==> src/rtl/fetch_stage.sv <==
// fetch_stage: RV32 IF stage -- PC register, single-outstanding imem fetch, IF/ID register with one-entry skid.
// Optional FETCH_PERF_CNT_EN adds fetched-instruction and flush-cycle counters.
module fetch_stage #(
  parameter int              PC_W      = 9,
  parameter logic [PC_W-1:0] RESET_PC  = '0,
  parameter logic [31:0]     NOP_INSTR = 32'h0000_0013
) (
  input  logic            clk,
  input  logic            rst_n,
  input  logic            stall_i,
  input  logic            redirect_i,
  input  logic [31:0]     redirect_pc_i,
  output logic            imem_req_o,
  output logic [PC_W-1:0] imem_addr_o,
  input  logic            imem_rvalid_i,
  input  logic [31:0]     imem_rdata_i,
  output logic            ifid_valid_o,
  output logic [PC_W-1:0] ifid_pc_o,
`ifdef FETCH_PERF_CNT_EN
  output logic [31:0]     perf_fetch_cnt_o,
  output logic [31:0]     perf_flush_cnt_o,
`endif
  output logic [31:0]     ifid_instr_o
);
  typedef enum logic [1:0] {IDLE, WAIT, DROP} state_e;
  state_e          state_q;
  logic [PC_W-1:0] pc_q, skid_pc_q, ifid_pc_q;
  logic [31:0]     skid_instr_q, ifid_instr_q;
  logic            skid_valid_q, ifid_valid_q;
  logic [PC_W-1:0] target, pc_inc;
  logic            accept;
  assign target = {redirect_pc_i[PC_W-1:2], 2'b00};
  assign pc_inc = pc_q + PC_W'(4);
  // a response is only usable when it lands in WAIT and is not flushed by a redirect
  assign accept      = state_q == WAIT && imem_rvalid_i && !redirect_i;
  assign imem_req_o  = rst_n && state_q == IDLE && !redirect_i && !stall_i && !skid_valid_q;
  assign imem_addr_o = pc_q;
  assign ifid_valid_o = ifid_valid_q;
  assign ifid_pc_o    = ifid_pc_q;
  assign ifid_instr_o = ifid_instr_q;
`ifdef FETCH_PERF_CNT_EN
  logic [31:0] fetch_cnt_q, flush_cnt_q;
  assign perf_fetch_cnt_o = fetch_cnt_q;
  assign perf_flush_cnt_o = flush_cnt_q;
  always_ff @(posedge clk or negedge rst_n)
    if (!rst_n) begin
      fetch_cnt_q <= '0;
      flush_cnt_q <= '0;
    end else begin
      fetch_cnt_q <= fetch_cnt_q + 32'(!redirect_i && !stall_i && (skid_valid_q || accept));
      flush_cnt_q <= flush_cnt_q + 32'(redirect_i);
    end
`endif
  always_ff @(posedge clk or negedge rst_n)
    if (!rst_n) begin
      state_q      <= IDLE;
      pc_q         <= RESET_PC;
      skid_valid_q <= 1'b0;
      skid_pc_q    <= '0;
      skid_instr_q <= NOP_INSTR;
      ifid_valid_q <= 1'b0;
      ifid_pc_q    <= '0;
      ifid_instr_q <= NOP_INSTR;
    end else begin
      case (state_q)
        IDLE: if (redirect_i) pc_q <= target;
              else if (imem_req_o) state_q <= WAIT;
        WAIT: if (redirect_i) begin
                pc_q    <= target;
                state_q <= imem_rvalid_i ? IDLE : DROP;
              end else if (imem_rvalid_i) begin
                pc_q    <= pc_inc;
                state_q <= IDLE;
              end
        DROP: begin
                if (redirect_i) pc_q <= target;
                if (imem_rvalid_i) state_q <= IDLE;
              end
        default: state_q <= IDLE;
      endcase
      if (redirect_i) begin
        ifid_valid_q <= 1'b0;
        ifid_instr_q <= NOP_INSTR;
        skid_valid_q <= 1'b0;
      end else if (stall_i) begin
        if (accept) begin
          skid_valid_q <= 1'b1;
          skid_pc_q    <= pc_q;
          skid_instr_q <= imem_rdata_i;
        end
      end else if (skid_valid_q) begin
        ifid_valid_q <= 1'b1;
        ifid_pc_q    <= skid_pc_q;
        ifid_instr_q <= skid_instr_q;
        skid_valid_q <= 1'b0;
      end else if (accept) begin
        ifid_valid_q <= 1'b1;
        ifid_pc_q    <= pc_q;
        ifid_instr_q <= imem_rdata_i;
      end else begin
        ifid_valid_q <= 1'b0;
        ifid_instr_q <= NOP_INSTR;
      end
    end
endmodule
==> config.mk <==
export PLATFORM = sky130hd
export DESIGN_NAME = fetch_stage
export DESIGN_NICKNAME = d
export VERILOG_FILES = /design/src/rtl/fetch_stage.sv
export SDC_FILE = /design/constraint.sdc
export NUM_CORES = 1
export LEC_CHECK = 0
export ABC_AREA = 1
export CORE_UTILIZATION = 43
export CTS_CLUSTER_SIZE = 40
export DETAILED_ROUTE_END_ITERATION = 8
export PLACE_DENSITY = 0.84
export SETUP_SLACK_MARGIN = 0.1
export SLEW_MARGIN = 20
export SYNTH_ARGS = -nofsm -noshare
export SYNTH_HDL_FRONTEND = slang
export SYNTH_SLANG_ARGS = --single-unit
==> constraint.sdc <==
create_clock -name clk -period 1.2 [get_ports clk]
set_clock_uncertainty 0.05 [all_clocks]
set_input_delay 0.18 -clock clk [delete_from_list [all_inputs] [get_ports clk]]
set_output_delay 0.18 -clock clk [all_outputs]
set_load 0.03 [all_outputs]
## Word level (Yosys, flattened, before mapping)

Cells that the tools add are included.

| word-level totals | value |
|---|---|
| flip-flop bits (word level) | 95 |
| bits in latches | 0 |
| RAM bits | 0 |
| memory bits (read-only) | 0 |
| bits of input ports | 69 |
| output and inout port bits | 52 |
| word-level logic and storage cells | 59 |
| memories kept | 0 |

| cells by class | value |
|---|---|
| add/sub/neg operators | 1 |
| $mul | 0 |
| div/mod/pow operators | 0 |
| $lt $le $gt $ge | 0 |
| eq/ne operators | 8 |
| shifts and indexed selects | 0 |
| multiplexer cells | 23 |
| bitwise operators | 2 |
| reductions and logical operators | 17 |

Operators by type and width:

| kind | count |
|---|---|
| two-way mux 32 bit | 4 |
| two-way mux 9 bit | 5 |
| one-hot mux 9 bit (2 select lines) | 1 |
| two-way mux 2 bit | 5 |
| adder 9 x 3 -> 9 bit (second input constant) | 1 |
| AND reduction 3 bit | 3 |
| two-way mux 1 bit | 7 |
| logical AND 1 bit | 6 |
| one-hot mux 2 bit (3 select lines) | 1 |
| != test 2 x 1 -> 1 bit (second input constant) | 2 |
| != test 2 bit (second input constant) | 2 |
| nonzero test 2 bit | 2 |
| logical NOT 1 bit | 3 |
| != test 3 x 1 -> 1 bit (second input constant) | 1 |
| != test 3 bit (second input constant) | 1 |
| equality test 2 x 1 -> 1 bit (second input constant) | 1 |
| equality test 2 bit (second input constant) | 1 |
| logical NOT 2 bit | 1 |
| NOT 1 bit | 2 |
| AND reduction 2 bit | 1 |
| OR reduction 2 bit | 1 |

## Depth between registers and ports, before layout

| depth | value |
|---|---|
| depth after elaboration | 8 |
| mapped depth | 8 |
| depth with buffers taken out | 7 |

## Worst setup path before layout

OpenSTA, ideal clock, no wires.

| timing | value |
|---|---|
| path type | reg-to-output |
| start point | register skid_valid_q |
| end point | output imem_req_o |
| arrival time | 1.115 ns |
| required time | 0.970 ns |
| path slack | -0.145 ns |
| cell stages (with the launch flop) | 6 |
| buffers on the path | 2 |
| cell sequence | dfrtp_1 buf_2 inv_2 buf_2 nand4_1 inv_1 |

| on the way | value |
|---|---|
| longest elaborated chain between the ends | 2 |

RTL lines:

| item | RTL line | text |
|---|---|---|
| start: declaration | 29 | `logic skid_valid_q, ifid_valid_q;` |
| start signal: assignment | 58 | `skid_valid_q <= 1'b0;` |
| start signal: assignment | 84 | `skid_valid_q <= 1'b0;` |
| start signal: assignment | 87 | `skid_valid_q <= 1'b1;` |
| logical NOT 1 bit | 36 | `assign imem_req_o = rst_n && state_q == IDLE && !redirect_i && !stall_i && !skid_valid_q;` |
| logical AND 1 bit | 36 |  |
| end: declaration | 13 | `output logic imem_req_o,` |

Every way passes these cells.

## Worst setup path after layout

| timing | value |
|---|---|
| start point | input redirect_i |
| end point | output imem_req_o |

| on the way | value |
|---|---|
| longest elaborated chain between the ends | 4 |

RTL lines:

| item | RTL line | text |
|---|---|---|
| start: declaration | 11 | `input logic redirect_i,` |
| logical NOT 1 bit | 36 |  |
| logical AND 1 bit (3 in a row) | 36 |  |

Every way passes these cells.

==> results.md <==
* WL final at 13.0 mm
* Internal at 0.00551 W
* Most area-consuming cells after synthesis: dfrtp_1 (50%), nand2_1 (19%), o21ai_0 (6.7%)
* Post-DP HPWL at 6.78 mm
* Syn avg cell area at 7.86 um^2
* Setup-failing EPs final at 91
* FMAX at 643 MHz
* CP Max Fanout at 5
* Count of cell types in the netlist at 26
* EDFF count, synth at 0
* GRT Util Overall at 21.2%
* Clock root cell: clkbuf_8
* Flop pwr share at 47.1%
* Worst path slowest cell: clkdlybuf4s50_1
* GR Overflow Total at 0
* Row cnt at 35
* Largest area contributor in the netlist: dfrtp_1
* Yosys reg bits at 89
* Layout cells sized above 1 at 39.7%
* Hold Path Cell Cnt at 4
* Antenna fix cells at 0
* Critical Path End Type: output pin
* Setup ws final at -356 ps
* GPL Wtd Cong at 0.853
* VDD IR max at 757 uV
* R2R cell count at 7
* Drt pass-1 iters at 4
* Sw frac at 31.0%
* Worst path max stage delay at 530 ps
* Placement Cell Area at 5280 um^2
* Sequential share of the synthesized area at 54.0%
* Largest net degree at the start of global routing at 90
* Maximum buffer depth of the clock tree at 2
* RSZ-0062 raised after global routing: true
* Clock Latency Late Sink at 350 ps
* Synthesized instance count at 526
* Top cell type's share of synthesized area at 50.2%
* Synth Cell Area at 4140 um^2
* Number of port buffers at 91
* Worst-path clk slew at 90 ps
* Clk pwr share at 27.6%
* Crit path kind: in -> out
* Clk sink count at 89
* Design area at 6800 um^2
* Die area at 10000 um^2
* Outcome: finished, violations left
* H-Tree Depth at 3
* Top cells by count, synth: nand2_1 (208), dfrtp_1 (83), o21ai_0 (55), inv_1 (48), nor2_1 (34)
* Max-slew violation count at 0
* Leak at 3.49 nW
* Final hold viol count at 0
* Post-synth top flop: dfrtp_1
* Crit start category: input pin
* Initial antenna violation count at 0
* Drt wl/cell at 15.9 um
* Max-cap violations at 0
* Sw Pwr at 0.00248 W
* Worst-path cell chain: clkdlybuf4s50_1, nor2_2, nand4_1, inv_2, buf_6
* Area growth, synth to finish at 64.4%
* Final design utilization at 73.3%
* Vias at 4184
* Post-layout nets at 751
* Comb pwr share at 25.3%
* Post-synthesis async set-or-reset flop share at 100%
* Initial Util at 44.6%
* Count leader, synth: nand2_1
* Die boundary height at 100 um
* Drt drc at 0
* Crit path time final at 1560 ps
* Final Cycle Share at 130%
* First-pass GRT wire length at 16.8 mm
* # IOs at 121
* Core area at 9280 um^2
* CP required at 970 ps
* CTS Buf Count at 9
* Pwr Density at 1170 nW/um^2
* Hold Crit Class: in -> reg
* Drt via density at 5.13
* Drt initial violations at 171
* Hold WS at 289 ps
* CTS tree: done
* Die width at 100 um
* Synth Warn # at 0
* Violated checks: setup timing
* Critical path data arrival time at 1330 ps
* Vias in the first global route at 3665
* Antenna Nets Post-Route at 0
==> cells by family (layout without fill, tap and decap cells) <==
kind of cell / after synthesis / in the layout / synth area share [%]
AOI/OAI and AO/OA: 98 / 98 / 13.2
adders and majority gates: 1 / 1 / 0.302
buffers and inverters: 81 / 237 / 8.59
DFF: 89 / 89 / 54.0
other: 1 / 4 / 0.0907
and+or+nand+nor: 256 / 257 / 23.8
==> worst max-delay path, delay by kind of cell <==
| kind | cells | cell delay [ps] |
|---|---|---|
| simple gates | 2 | 380 |
| buf+inv | 3 | 760 |
==> layer usage <==
metal / vias to the layer above / routed length [um] / track usage, %
met5: - / 0 / 0
met3: 38 / 654 / 3.41
li1: 1954 / - / -
met1: 2014 / 5300 / 28.6
met4: 0 / 380 / 6.80
met2: 178 / 6620 / 35.3
==> flip-flops by register name (all words and copies together) (netlist names) <==
signal	flops
ifid_pc_o	7
imem_addr_o	7
skid_valid_q	1
state_q	2
ifid_instr_o	32
skid_pc_q	7
skid_instr_q	32
ifid_valid_o	1
==> power by group through the flow <==
stage	sequential, W	clock [W]	combinational, W
after global routing	0.00379	0.00236	0.00219
after CTS	0.00367	0.00221	0.00161
after global placement	0.00371	0	0.00138
after detailed placement	0.00372	0	0.00144
after floorplan	0.00386	0	0.000657
final	0.00376	0.00220	0.00202
==> cell usage in the layout (no fill, tap or decap), types with 6 or more instances in the layout <==
cell type,netlist,final
buf_12,0,12
clkdlybuf4s50_1,0,42
o21ai_2,6,37
dfstp_2,6,6
nand2_1,208,173
a21oi_1,16,7
dfrtp_1,83,78
nand2_2,1,20
nand2_4,0,15
buf_6,2,55
buf_4,5,50
nor2_1,34,20
nand3_1,10,10
o21ai_0,55,12
inv_1,48,45
nor2_2,0,9
o22ai_2,0,8
o21ai_1,2,12
a21oi_2,0,9
clkbuf_16,0,8
clkbuf_8,0,12
==> final timing paths <==
path	start	endpoint	slack (ps)
max	redirect_i	imem_req_o	-360
min	rst_n	state_q[0]	290
max reg2reg	state_q[1]	ifid_instr_o[1]	-310
min reg2reg	skid_instr_q[4]	skid_instr_q[4]	420
max in group asynchronous	rst_n	skid_instr_q[4]	280
min in group asynchronous	rst_n	imem_addr_o[7]	440
==> per-stage QoR <==
stage	setup WS (ps)	total power, W	TNS [ps]	std cells
5_1_grt	-384	0.00834	-24990	815
3_3_place_gp	-386	0.00509	-28820	745
6_report	-356	0.00798	-20000	815
4_1_cts	-262	0.00749	-18030	784
3_5_place_dp	-422	0.00516	-31770	745
2_1_floorplan	-25.6	0.00452	-354	529
==> what timing repair did <==
| action | 4_1_cts | 5_1_grt |
|---|---|---|
| cloned | 1 | 11 |
| gates resized for setup | 60 | 159 |
| setup endpoints to repair | 134 | 137 |
| hold buffers | 1 | 0 |
| buffers inserted | 21 | 21 |
| endpoints found under the hold margin | 83 | 0 |
| pin swaps | 5 | 10 |
==> layout make-up <==
| type | count | area (um^2) |
|---|---|---|
| Sequential cell | 89 | 2240 |
| Timing Repair inverter | 1 | 5.00 |
| Clock buffer | 12 | 165 |
| Fill cell | 641 | 2480 |
| Clock inverter | 4 | 50.0 |
| Inverter | 49 | 193 |
| Tap cell | 129 | 161 |
| Timing Repair Buffer | 171 | 1910 |
| Multi-Input combinational cell | 360 | 2080 |
(Power assumes the default switching activity.)
